==> config.mk <==
export PLATFORM = sky130hd
export DESIGN_NAME = nn_layer_seq_flat
export DESIGN_NICKNAME = d
export VERILOG_FILES = /design/src/rtl/nn_layer_seq_pkg.sv /design/src/rtl/nn_layer_seq_if.sv /design/src/rtl/nn_layer_seq_act_pla.sv /design/src/rtl/nn_layer_seq.sv /design/src/flat_wrapper.sv
export SDC_FILE = /design/constraint.sdc
export NUM_CORES = 2
export LEC_CHECK = 0
export CORE_MARGIN = 2
export CORE_UTILIZATION = 56
export DETAILED_ROUTE_END_ITERATION = 7
export PLACE_DENSITY = 0.91
export SYNTH_ARGS = -nofsm -noshare
export SYNTH_HDL_FRONTEND = slang
export SYNTH_SLANG_ARGS = --single-unit
==> constraint.sdc <==
create_clock -name clk -period 7.14 [get_ports clk]
set_input_delay 1.428 -clock clk [delete_from_list [all_inputs] [get_ports clk]]
set_output_delay 1.428 -clock clk [all_outputs]
set_load 0.005 [all_outputs]
==> src/rtl/nn_layer_seq_pkg.sv <==
// Shared constants, activation encodings and FSM states for the NN layer.
// Fixed-point constants are s16f (16 fraction bits).
package nn_pkg;

    localparam int DW_DEF = 17;
    localparam int XF_DEF = 16;
    localparam int WF_DEF = 12;

    localparam int PLA_BP_HI   = 32'h0005_0000;
    localparam int PLA_BP_MID  = 32'h0002_6000;
    localparam int PLA_BP_LO   = 32'h0001_0000;
    localparam int PLA_OFF_HI  = 32'h0000_D800;
    localparam int PLA_OFF_MID = 32'h0000_A000;
    localparam int PLA_OFF_LO  = 32'h0000_8000;
    localparam int ONE_S16F    = 32'h0001_0000;
    localparam int MAX_S16F    = 32'h0000_FFFF;

    localparam logic ACT_SIGMOID = 1'b0;
    localparam logic ACT_RELU    = 1'b1;

    typedef enum logic [1:0] {
        S_IDLE,
        S_MAC,
        S_FLUSH,
        S_ACT
    } state_e;

endpackage

==> src/rtl/nn_layer_seq_if.sv <==
// Weight memory read port: address and strobe out, data back one cycle later.
interface nn_layer_seq_if #(
    parameter int AW = 7,
    parameter int DW = 17
);
    logic [AW-1:0] w_addr;
    logic          w_rd;
    logic [DW-1:0] w_data;

    modport master (output w_addr, output w_rd, input w_data);
    modport slave  (input w_addr, input w_rd, output w_data);
endinterface

==> src/rtl/nn_layer_seq_act_pla.sv <==
// Combinational activation: PLA sigmoid or ReLU clamped to [0,1).
// Input z is s16f, output is s16f in [0, 0x0FFFF].
module nn_act_pla
    import nn_pkg::*;
#(
    parameter int ZW = 26,
    parameter int DW = DW_DEF
) (
    input  logic signed [ZW-1:0] z,
    input  logic                 act_sel,
    output logic [DW-1:0]        y
);

    logic          neg;
    logic [ZW-1:0] a;
    logic [ZW-1:0] f;
    logic [ZW-1:0] r;

    always_comb begin
        neg = z[ZW-1];
        a   = neg ? $unsigned(-z) : $unsigned(z);
        f   = '0;
        r   = '0;
        y   = '0;
        if (a >= ZW'(PLA_BP_HI)) begin
            f = ZW'(ONE_S16F);
        end else if (a >= ZW'(PLA_BP_MID)) begin
            f = (a >> 5) + ZW'(PLA_OFF_HI);
        end else if (a >= ZW'(PLA_BP_LO)) begin
            f = (a >> 3) + ZW'(PLA_OFF_MID);
        end else begin
            f = (a >> 2) + ZW'(PLA_OFF_LO);
        end
        // curve is symmetric about (0, 0.5)
        r = neg ? ZW'(ONE_S16F) - f : f;
        if (act_sel == ACT_RELU) begin
            r = neg ? '0 : a;
        end
        y = (r >= ZW'(ONE_S16F)) ? DW'(MAX_S16F) : DW'(r);
    end

endmodule

==> src/rtl/nn_layer_seq.sv <==
// Time-multiplexed fully-connected layer: one MAC walks N_OUT neurons,
// streaming weights and bias from an external synchronous memory.
module nn_layer_seq
    import nn_pkg::*;
#(
    parameter int N_IN  = 7,
    parameter int N_OUT = 13,
    parameter int DW    = DW_DEF,
    parameter int XF    = XF_DEF,
    parameter int WF    = WF_DEF,
    parameter int AW    = $clog2(N_OUT*(N_IN+1)),
    parameter int ACC_W = 2*DW+$clog2(N_IN+1)+1,
    localparam int IW   = (N_OUT > 1) ? $clog2(N_OUT) : 1
) (
    input  logic                 clk,
    input  logic                 rst_n,
    input  logic                 start,
    input  logic                 act_sel,
    input  logic [N_IN*DW-1:0]   x_vec,
    nn_layer_seq_if.master       wmem,
    output logic                 y_valid,
    output logic [IW-1:0]        y_idx,
    output logic [DW-1:0]        y_data,
    output logic                 busy,
    output logic                 done
);

    localparam int KW = $clog2(N_IN+1);
    localparam int ZW = ACC_W - WF;

    state_e                    state_q, state_d;
    logic [KW-1:0]             k_q, k_d;
    logic [IW-1:0]             j_q, j_d;
    logic [AW-1:0]             addr_q, addr_d;
    logic [N_IN*DW-1:0]        x_q, x_d;
    logic                      act_q, act_d;
    logic signed [ACC_W-1:0]   acc_q, acc_d;
    logic                      y_valid_q, y_valid_d;
    logic [IW-1:0]             y_idx_q, y_idx_d;
    logic [DW-1:0]             y_data_q, y_data_d;
    logic                      done_q, done_d;

    logic signed [DW-1:0]      x_cur;
    logic signed [2*DW-1:0]    prod;
    logic signed [ACC_W-1:0]   bias_ext;
    logic signed [ZW-1:0]      z;
    logic [DW-1:0]             y_act;

    // x rotates one word per tap, so the current input is always the MSB word
    assign x_cur    = x_q[N_IN*DW-1 -: DW];
    assign prod     = x_cur * $signed(wmem.w_data);
    assign bias_ext = ACC_W'($signed(wmem.w_data)) <<< XF;
    assign z        = ZW'(acc_q >>> WF);

    nn_act_pla #(
        .ZW (ZW),
        .DW (DW)
    ) u_act (
        .z       (z),
        .act_sel (act_q),
        .y       (y_act)
    );

    always_comb begin
        state_d   = state_q;
        k_d       = k_q;
        j_d       = j_q;
        addr_d    = addr_q;
        x_d       = x_q;
        act_d     = act_q;
        acc_d     = acc_q;
        y_valid_d = 1'b0;
        y_idx_d   = y_idx_q;
        y_data_d  = y_data_q;
        done_d    = 1'b0;
        unique case (state_q)
            S_IDLE: begin
                if (start && !done_q) begin
                    state_d = S_MAC;
                    x_d     = x_vec;
                    act_d   = act_sel;
                    j_d     = '0;
                    k_d     = '0;
                    addr_d  = '0;
                end
            end
            S_MAC: begin
                addr_d = addr_q + AW'(1);
                if (k_q == '0) begin
                    acc_d = '0;
                end else begin
                    acc_d = acc_q + ACC_W'(prod);
                    x_d   = (x_q << DW) | (x_q >> ((N_IN-1)*DW));
                end
                if (k_q == KW'(N_IN)) begin
                    state_d = S_FLUSH;
                    k_d     = '0;
                end else begin
                    k_d = k_q + KW'(1);
                end
            end
            S_FLUSH: begin
                acc_d   = acc_q + bias_ext;
                state_d = S_ACT;
            end
            S_ACT: begin
                y_valid_d = 1'b1;
                y_idx_d   = j_q;
                y_data_d  = y_act;
                if (j_q == IW'(N_OUT-1)) begin
                    state_d = S_IDLE;
                    done_d  = 1'b1;
                    j_d     = '0;
                end else begin
                    state_d = S_MAC;
                    j_d     = j_q + IW'(1);
                end
            end
        endcase
    end

    always_ff @(posedge clk or negedge rst_n) begin
        if (!rst_n) begin
            state_q   <= S_IDLE;
            k_q       <= '0;
            j_q       <= '0;
            addr_q    <= '0;
            x_q       <= '0;
            act_q     <= 1'b0;
            acc_q     <= '0;
            y_valid_q <= 1'b0;
            y_idx_q   <= '0;
            y_data_q  <= '0;
            done_q    <= 1'b0;
        end else begin
            state_q   <= state_d;
            k_q       <= k_d;
            j_q       <= j_d;
            addr_q    <= addr_d;
            x_q       <= x_d;
            act_q     <= act_d;
            acc_q     <= acc_d;
            y_valid_q <= y_valid_d;
            y_idx_q   <= y_idx_d;
            y_data_q  <= y_data_d;
            done_q    <= done_d;
        end
    end

    assign wmem.w_rd   = (state_q == S_MAC);
    assign wmem.w_addr = addr_q;
    assign busy        = (state_q != S_IDLE);
    assign y_valid     = y_valid_q;
    assign y_idx       = y_idx_q;
    assign y_data      = y_data_q;
    assign done        = done_q;

endmodule

==> src/flat_wrapper.sv <==
// flat-port wrapper written by rule: the top's interface ports become plain ports
module nn_layer_seq_flat import nn_pkg::*;
#(
    parameter int N_IN  = 7,
    parameter int N_OUT = 13,
    parameter int DW    = DW_DEF,
    parameter int XF    = XF_DEF,
    parameter int WF    = WF_DEF,
    parameter int AW    = $clog2(N_OUT*(N_IN+1)),
    parameter int ACC_W = 2*DW+$clog2(N_IN+1)+1,
    localparam int IW   = (N_OUT > 1) ? $clog2(N_OUT) : 1
)
  (clk, rst_n, start, act_sel, x_vec, y_valid, y_idx, y_data, busy, done, wmem_w_addr, wmem_w_rd, wmem_w_data);
  nn_layer_seq_if #(.AW(AW), .DW(DW)) wmem_i ();
  input  logic clk;
  input  logic rst_n;
  input  logic start;
  input  logic act_sel;
  input  logic [N_IN*DW-1:0] x_vec;
  output logic y_valid;
  output logic [IW-1:0] y_idx;
  output logic [DW-1:0] y_data;
  output logic busy;
  output logic done;
  output wire logic [$bits(wmem_i.w_addr)-1:0] wmem_w_addr;
  output wire logic [$bits(wmem_i.w_rd)-1:0] wmem_w_rd;
  input wire logic [$bits(wmem_i.w_data)-1:0] wmem_w_data;
  assign wmem_w_addr = wmem_i.w_addr;
  assign wmem_w_rd = wmem_i.w_rd;
  assign wmem_i.w_data = wmem_w_data;
  nn_layer_seq #(.N_IN(N_IN), .N_OUT(N_OUT), .DW(DW), .XF(XF), .WF(WF), .AW(AW), .ACC_W(ACC_W)) u_core (.clk(clk), .rst_n(rst_n), .start(start), .act_sel(act_sel), .x_vec(x_vec), .wmem(wmem_i), .y_valid(y_valid), .y_idx(y_idx), .y_data(y_data), .busy(busy), .done(done));
endmodule
Yosys cells after proc, flatten, opt, wreduce, memory -nomap -nowiden. Index checks and enable logic that the tools add are counted.

Register bits after elaboration: 197. Bits of input ports: 140. Word-level logic and storage cells: 76.

Add/subtract/negate cells: 10. Multipliers: 1. $lt $le $gt $ge: 4. Eq/ne operators: 8. Muxes and demuxes: 28. Bitwise operators: 1. Reduce and logical (&&, ||, !) cells: 13.

Operators with widths (number): $mux 119 (2); $pmux 119 s2 (1); $mux 26 (6); $or 119x17->119 (1); $pmux 38 s2 (1); $ge 26x17->1 const B (2); $add 38x33->38 (1); $add 38x34->38 (1); $mux 38 (1); $mul 17x17->34 (1); $ge 26x18->1 const B (1); $ge 26x19->1 const B (1); $neg 26->26 (1); $sub 17x26->26 const A (1); $add 24x16->25 const B (1); $mux 25 (1); $add 23x16->24 const B (1); $add 21x16->22 const B (1); $mux 17 (1); $pmux 7 s2 (1); $mux 4 (2); $pmux 2 s4 (1); $pmux 4 s2 (1); $reduce_and 2->1 (4); other kinds (20) (30).

Logic depth before layout (Yosys ltp).
Depth in word-level cells: 11. Mapped depth: 27. Gate-level depth less buffers: 25.

Modules after synthesis. A second synthesis with hierarchy kept.

Cells, all modules: 2791. Area, all modules: 25610.8 um^2.

By module, submodules not included: nn_layer_seq (times used 1, cells each 2397, area an instance 22935.7 um^2); nn_act_pla (times used 1, cells each 394, area an instance 2675.1 um^2).

Least setup slack after synthesis. Ideal clock, no wire load.

Path kind: input-to-reg. From: input wmem_w_data[6]. To: register u_core.acc_q[34]. Arrival: 7.906 ns. Required time: 7.002 ns. Slack: -0.904 ns. Stages on the path: 25. Buffers on the path: 2. Cells stage by stage: clkbuf_1 -> clkbuf_1 -> nand2_1 -> fa_1 -> inv_1 -> fa_1 -> inv_1 -> fa_1 -> fa_1 -> fa_1 -> inv_1 -> fa_1 -> ha_1 -> and4_1 -> a21oi_1 -> o21ai_0 -> and3_1 -> a221o_1 -> o41ai_1 -> o221ai_1 -> a31oi_1 -> o21ai_0 -> a31oi_1 -> xor2_1 -> o221ai_1.

Cells in the longest elaborated chain, start to end: 4. Elaborated cells between the ends (all ways): 5.

RTL lines: start, declared (line flat_wrapper.sv:27) `input wire logic [$bits(wmem_i.w_data)-1:0] wmem_w_data;`; $mul 17x17->34 (line nn_layer_seq.sv:51) `assign prod = x_cur * $signed(wmem.w_data);`; $add 38x34->38 (line nn_layer_seq.sv:92) `acc_d = acc_q + ACC_W'(prod);`; $mux 38 (line nn_layer_seq.sv:89) `if (k_q == '0) begin`; $pmux 38 s2 * (line nn_layer_seq.sv:76) `unique case (state_q)`; end signal, assigned (line nn_layer_seq.sv:130) `acc_q <= '0;`; end signal, assigned (line nn_layer_seq.sv:142) `acc_q <= acc_d;`; end, declared (line nn_layer_seq.sv:37) `logic signed [ACC_W-1:0] acc_q, acc_d;`.

Mark *: on every way between the ends. The rest lies on a longest branch, timed or not. A chain may end at the register's enable or synchronous reset.

Worst setup path after layout.
From: input wmem_w_data[2]. To: register u_core.acc_q[33].

Same word-level chain as after synthesis.

==> results.sh <==
export IMPL_synth_area_leaders="fa_1, dfrtp_1, ha_1"
export IMPL_ir_drop_v=0.000220
export IMPL_synth_area_um2=25200
export IMPL_yosysMostFrequentCell="inv_1"
export IMPL_row_count=77
export IMPL_period_needed_ns=7.72
export IMPL_dieArea_um2=46600
export IMPL_pwr_share_comb_pct=33.3
export IMPL_drv_cap=0
export IMPL_ctsHoldBuffers=0
export IMPL_via_per_inst=6.52
export IMPL_slew_headroom_pct=16.2
export IMPL_wire_per_inst_um=25.6
export IMPL_regArea_um2=4930
export IMPL_worstMarginPinSlew_ns=1.26
export IMPL_drive_above_1_share_pct=15.6
export IMPL_post_route_worst_setup_slack_ns=-0.584
export IMPL_pwr_share_seq_pct=35.1
export IMPL_seq_area_frac_synth_pct=19.6
export IMPL_whs_path_depth=2
export IMPL_initial_utilization_pct=56.8
export IMPL_fin_skew_ns=0.0291
export IMPL_routed_top_layer="met5"
export IMPL_dr_pass1_iters=8
export IMPL_drt_total_wl_um=92500
export IMPL_drt_iter0_drc=3646
export IMPL_p_switching_mw=1.25
export IMPL_yosysTopAreaCellShare_pct=29.1
export IMPL_cp_end_kind="flip-flop"
export IMPL_insertion_delay_ns=0.51
export IMPL_die_w_um=216
export IMPL_grt_overflow=0
export IMPL_drt_antenna_violating_nets=0
export IMPL_gp_congestion=0.944
export IMPL_clockBufferDepth=2
export IMPL_ys_seq_elements=197
export IMPL_avgSynthCellArea_um2=9.25
export IMPL_hold_slack_ns=0.495
export IMPL_slew_violations=0
export IMPL_nNetsFinal=3659
export IMPL_grt_first_pass_wirelength_um=131000
export IMPL_cts_sinks=197
export IMPL_start_kind="primary input"
export IMPL_cts_buffers_inserted=17
export IMPL_grtUsageTotal_pct=36.4
export IMPL_pre_cts_ws_ns=-1.20
export IMPL_powerDensity_nw_per_um2=114
export IMPL_hpwl_um=56900
export IMPL_wl_met1_um=29200
export IMPL_violations="design-rule violations, negative setup slack"
export IMPL_synthArstFlopShare_pct=100
export IMPL_antenna_found_initial=7
export IMPL_syn_nets=3379
export IMPL_power_frac_clock_pct=31.7
export IMPL_core_area_um2=44300
export IMPL_wl_met2_um=41500
export IMPL_fmax_mhz=129
export IMPL_wl_met3_um=11500
export IMPL_final_cells=3611
export IMPL_synth_cell_types=86
export IMPL_rsz0062_at_grt="true"
export IMPL_dr_total_vias=23500
export IMPL_fin_util_pct=68.7
export IMPL_crit_required_ns=7.52
export IMPL_cts_tree="built"
export IMPL_grt_max_degree=141
export IMPL_drc=1
export IMPL_synth_warnings=0
export IMPL_synthToLayoutAreaGrowth_pct=21.1
export IMPL_postSynthCellCount=2721
export IMPL_placed_cells=3514
export IMPL_hold_class="reg -> reg"
export IMPL_htreeDepth=4
export IMPL_total_power_mw=3.47
export IMPL_fillers=2766
export IMPL_p_leak_nw=15.3
export IMPL_p_int_mw=2.22
export IMPL_multi_input_area_um2=18700
export IMPL_synth_edf_count=0
export IMPL_cts_root_buf="clkbuf_16"
export IMPL_r2r_cells=22
export IMPL_synth_ff_type="dfrtp_1"
export IMPL_synth_top_area_cell="fa_1"
export IMPL_fin_crit_sh_pct=108
export IMPL_status="finished with violations"
export IMPL_setup_viol=17
export IMPL_io_pins=172
export IMPL_die_h_um=216
export IMPL_worstPathArrival_ns=8.10
export IMPL_cp_max_fo=8
export IMPL_final_hold_viol_count=0
export IMPL_grt_pass1_vias=24400
export IMPL_io_buffers=171
export IMPL_crit_type="in -> reg"
export IMPL_switching_share_pct=36.0
export IMPL_synth_common_cells="inv_1, fa_1, nand2_1, dfrtp_1, o21ai_0"
export IMPL_clkSlewWorstSetupHoldPaths_ns=0.09
-- layout make-up --
class | count | area share (%)
Antenna cell | 5 | 0.0411
Clock buffer | 17 | 1.40
Clock inverter | 15 | 0.706
Inverter | 402 | 4.97
Multi-Input combinational cell | 1967 | 61.3
Sequential cell | 197 | 16.2
Tap cell | 592 | 2.43
Timing Repair Buffer | 416 | 12.9
-- stage by stage --
step                instance area, µm²  setup TNS (ns)
global route                     30500           -7.32
floorplan                        25500          -0.323
detailed placement               28700          -19.76
finish                           30500           -6.07
global placement                 28700          -14.83
CTS                              29800         -0.0292
-- cells by family after synthesis --
kind of cell	count (synthesis)	share of synthesized area (%)
mux	152	6.11
buf+inv	557	8.52
fa+ha+maj	518	36.7
simple gates	759	14.2
compound gates	454	11.9
xor+xnor	84	2.95
flops	197	19.6
-- placed cells by master, fill, tap and decap left out, types with 16 or more instances in the layout --
cell,count
inv_1,374
fa_1,336
nand2_1,331
buf_4,210
dfrtp_1,197
o21ai_0,181
clkdlybuf4s50_1,153
mux2i_1,139
ha_1,135
and2_1,120
nor2_1,116
xnor2_1,53
a21oi_1,47
nor3_1,30
fa_2,30
xor2_1,29
nand3_1,28
inv_2,25
a21o_1,24
a31oi_1,20
clkbuf_16,19
o22ai_1,17
buf_6,16
-- sequential cells by signal, summed over array words and instances, names as in the netlist --
signal and flops:
u_core.acc_q 38, u_core.act_q 1, u_core.done 1, u_core.j_q 4
u_core.k_q 3, u_core.state_q 2, u_core.wmem.w_addr 7, u_core.x_q 119
u_core.y_data 17, u_core.y_idx 4, u_core.y_valid 1
-- timing repair --
item | CTS | global route
buffers inserted | 29 | 31
pin swaps | 49 | 109
endpoints found under the setup margin | 19 | 18
gates resized for setup | 101 | 155
hold endpoints to repair | 0 | 0
gates cloned | 4 | 4
-- power by group through the flow --
stage | clock network, mW | logic (mW) | registers, mW
floorplan | 0 | 0.586 | 1.23
global placement | 0 | 0.971 | 1.23
detailed placement | 0 | 1.01 | 1.24
CTS | 1.08 | 1.05 | 1.22
global route | 1.14 | 1.23 | 1.22
finish | 1.10 | 1.15 | 1.22
-- worst max-delay path, stage by stage --
cell and delay [ns]:
buf_6 0.11, buf_6 0.16, nand2_1 0.33, fa_1 0.67, inv_1 0.08, fa_1 0.55
fa_2 0.52, fa_1 0.54, inv_2 0.09, fa_1 0.58, inv_1 0.06, fa_1 0.51
ha_4 0.31, a21oi_2 0.06, o21bai_1 0.16, a21o_1 0.17, a21oi_2 0.08, o211ai_1 0.29
o211ai_1 0.18, buf_4 0.19, o211ai_1 0.19, o211ai_1 0.17, buf_4 0.19, xnor2_2 0.13
a221oi_2 0.24, nor2_1 0.07
-- per-layer routing --
layer,GRT usage [%],vias to the layer above
met5,0,-
met4,27.9,4
met3,11.2,856
met2,59.0,2014
met1,40.0,11300
li1,-,9385
-- worst paths after layout --
kind,start,to,slack (ns)
min,u_core.x_q[54]$_DFFE_PN0P_,u_core.x_q[54]$_DFFE_PN0P_,0.49
min in group asynchronous,rst_n,u_core.y_data[2]$_DFFE_PN0P_,1.05
max in group asynchronous,rst_n,u_core.x_q[12]$_DFFE_PN0P_,4.29
max,wmem_w_data[2],u_core.acc_q[33]$_DFFE_PN0P_,-0.58
max reg2reg,u_core.x_q[115]$_DFFE_PN0P_,u_core.acc_q[34]$_DFFE_PN0P_,-0.31
min reg2reg,u_core.x_q[54]$_DFFE_PN0P_,u_core.x_q[54]$_DFFE_PN0P_,0.49
Note: power is estimated with default switching activity, not from simulation.
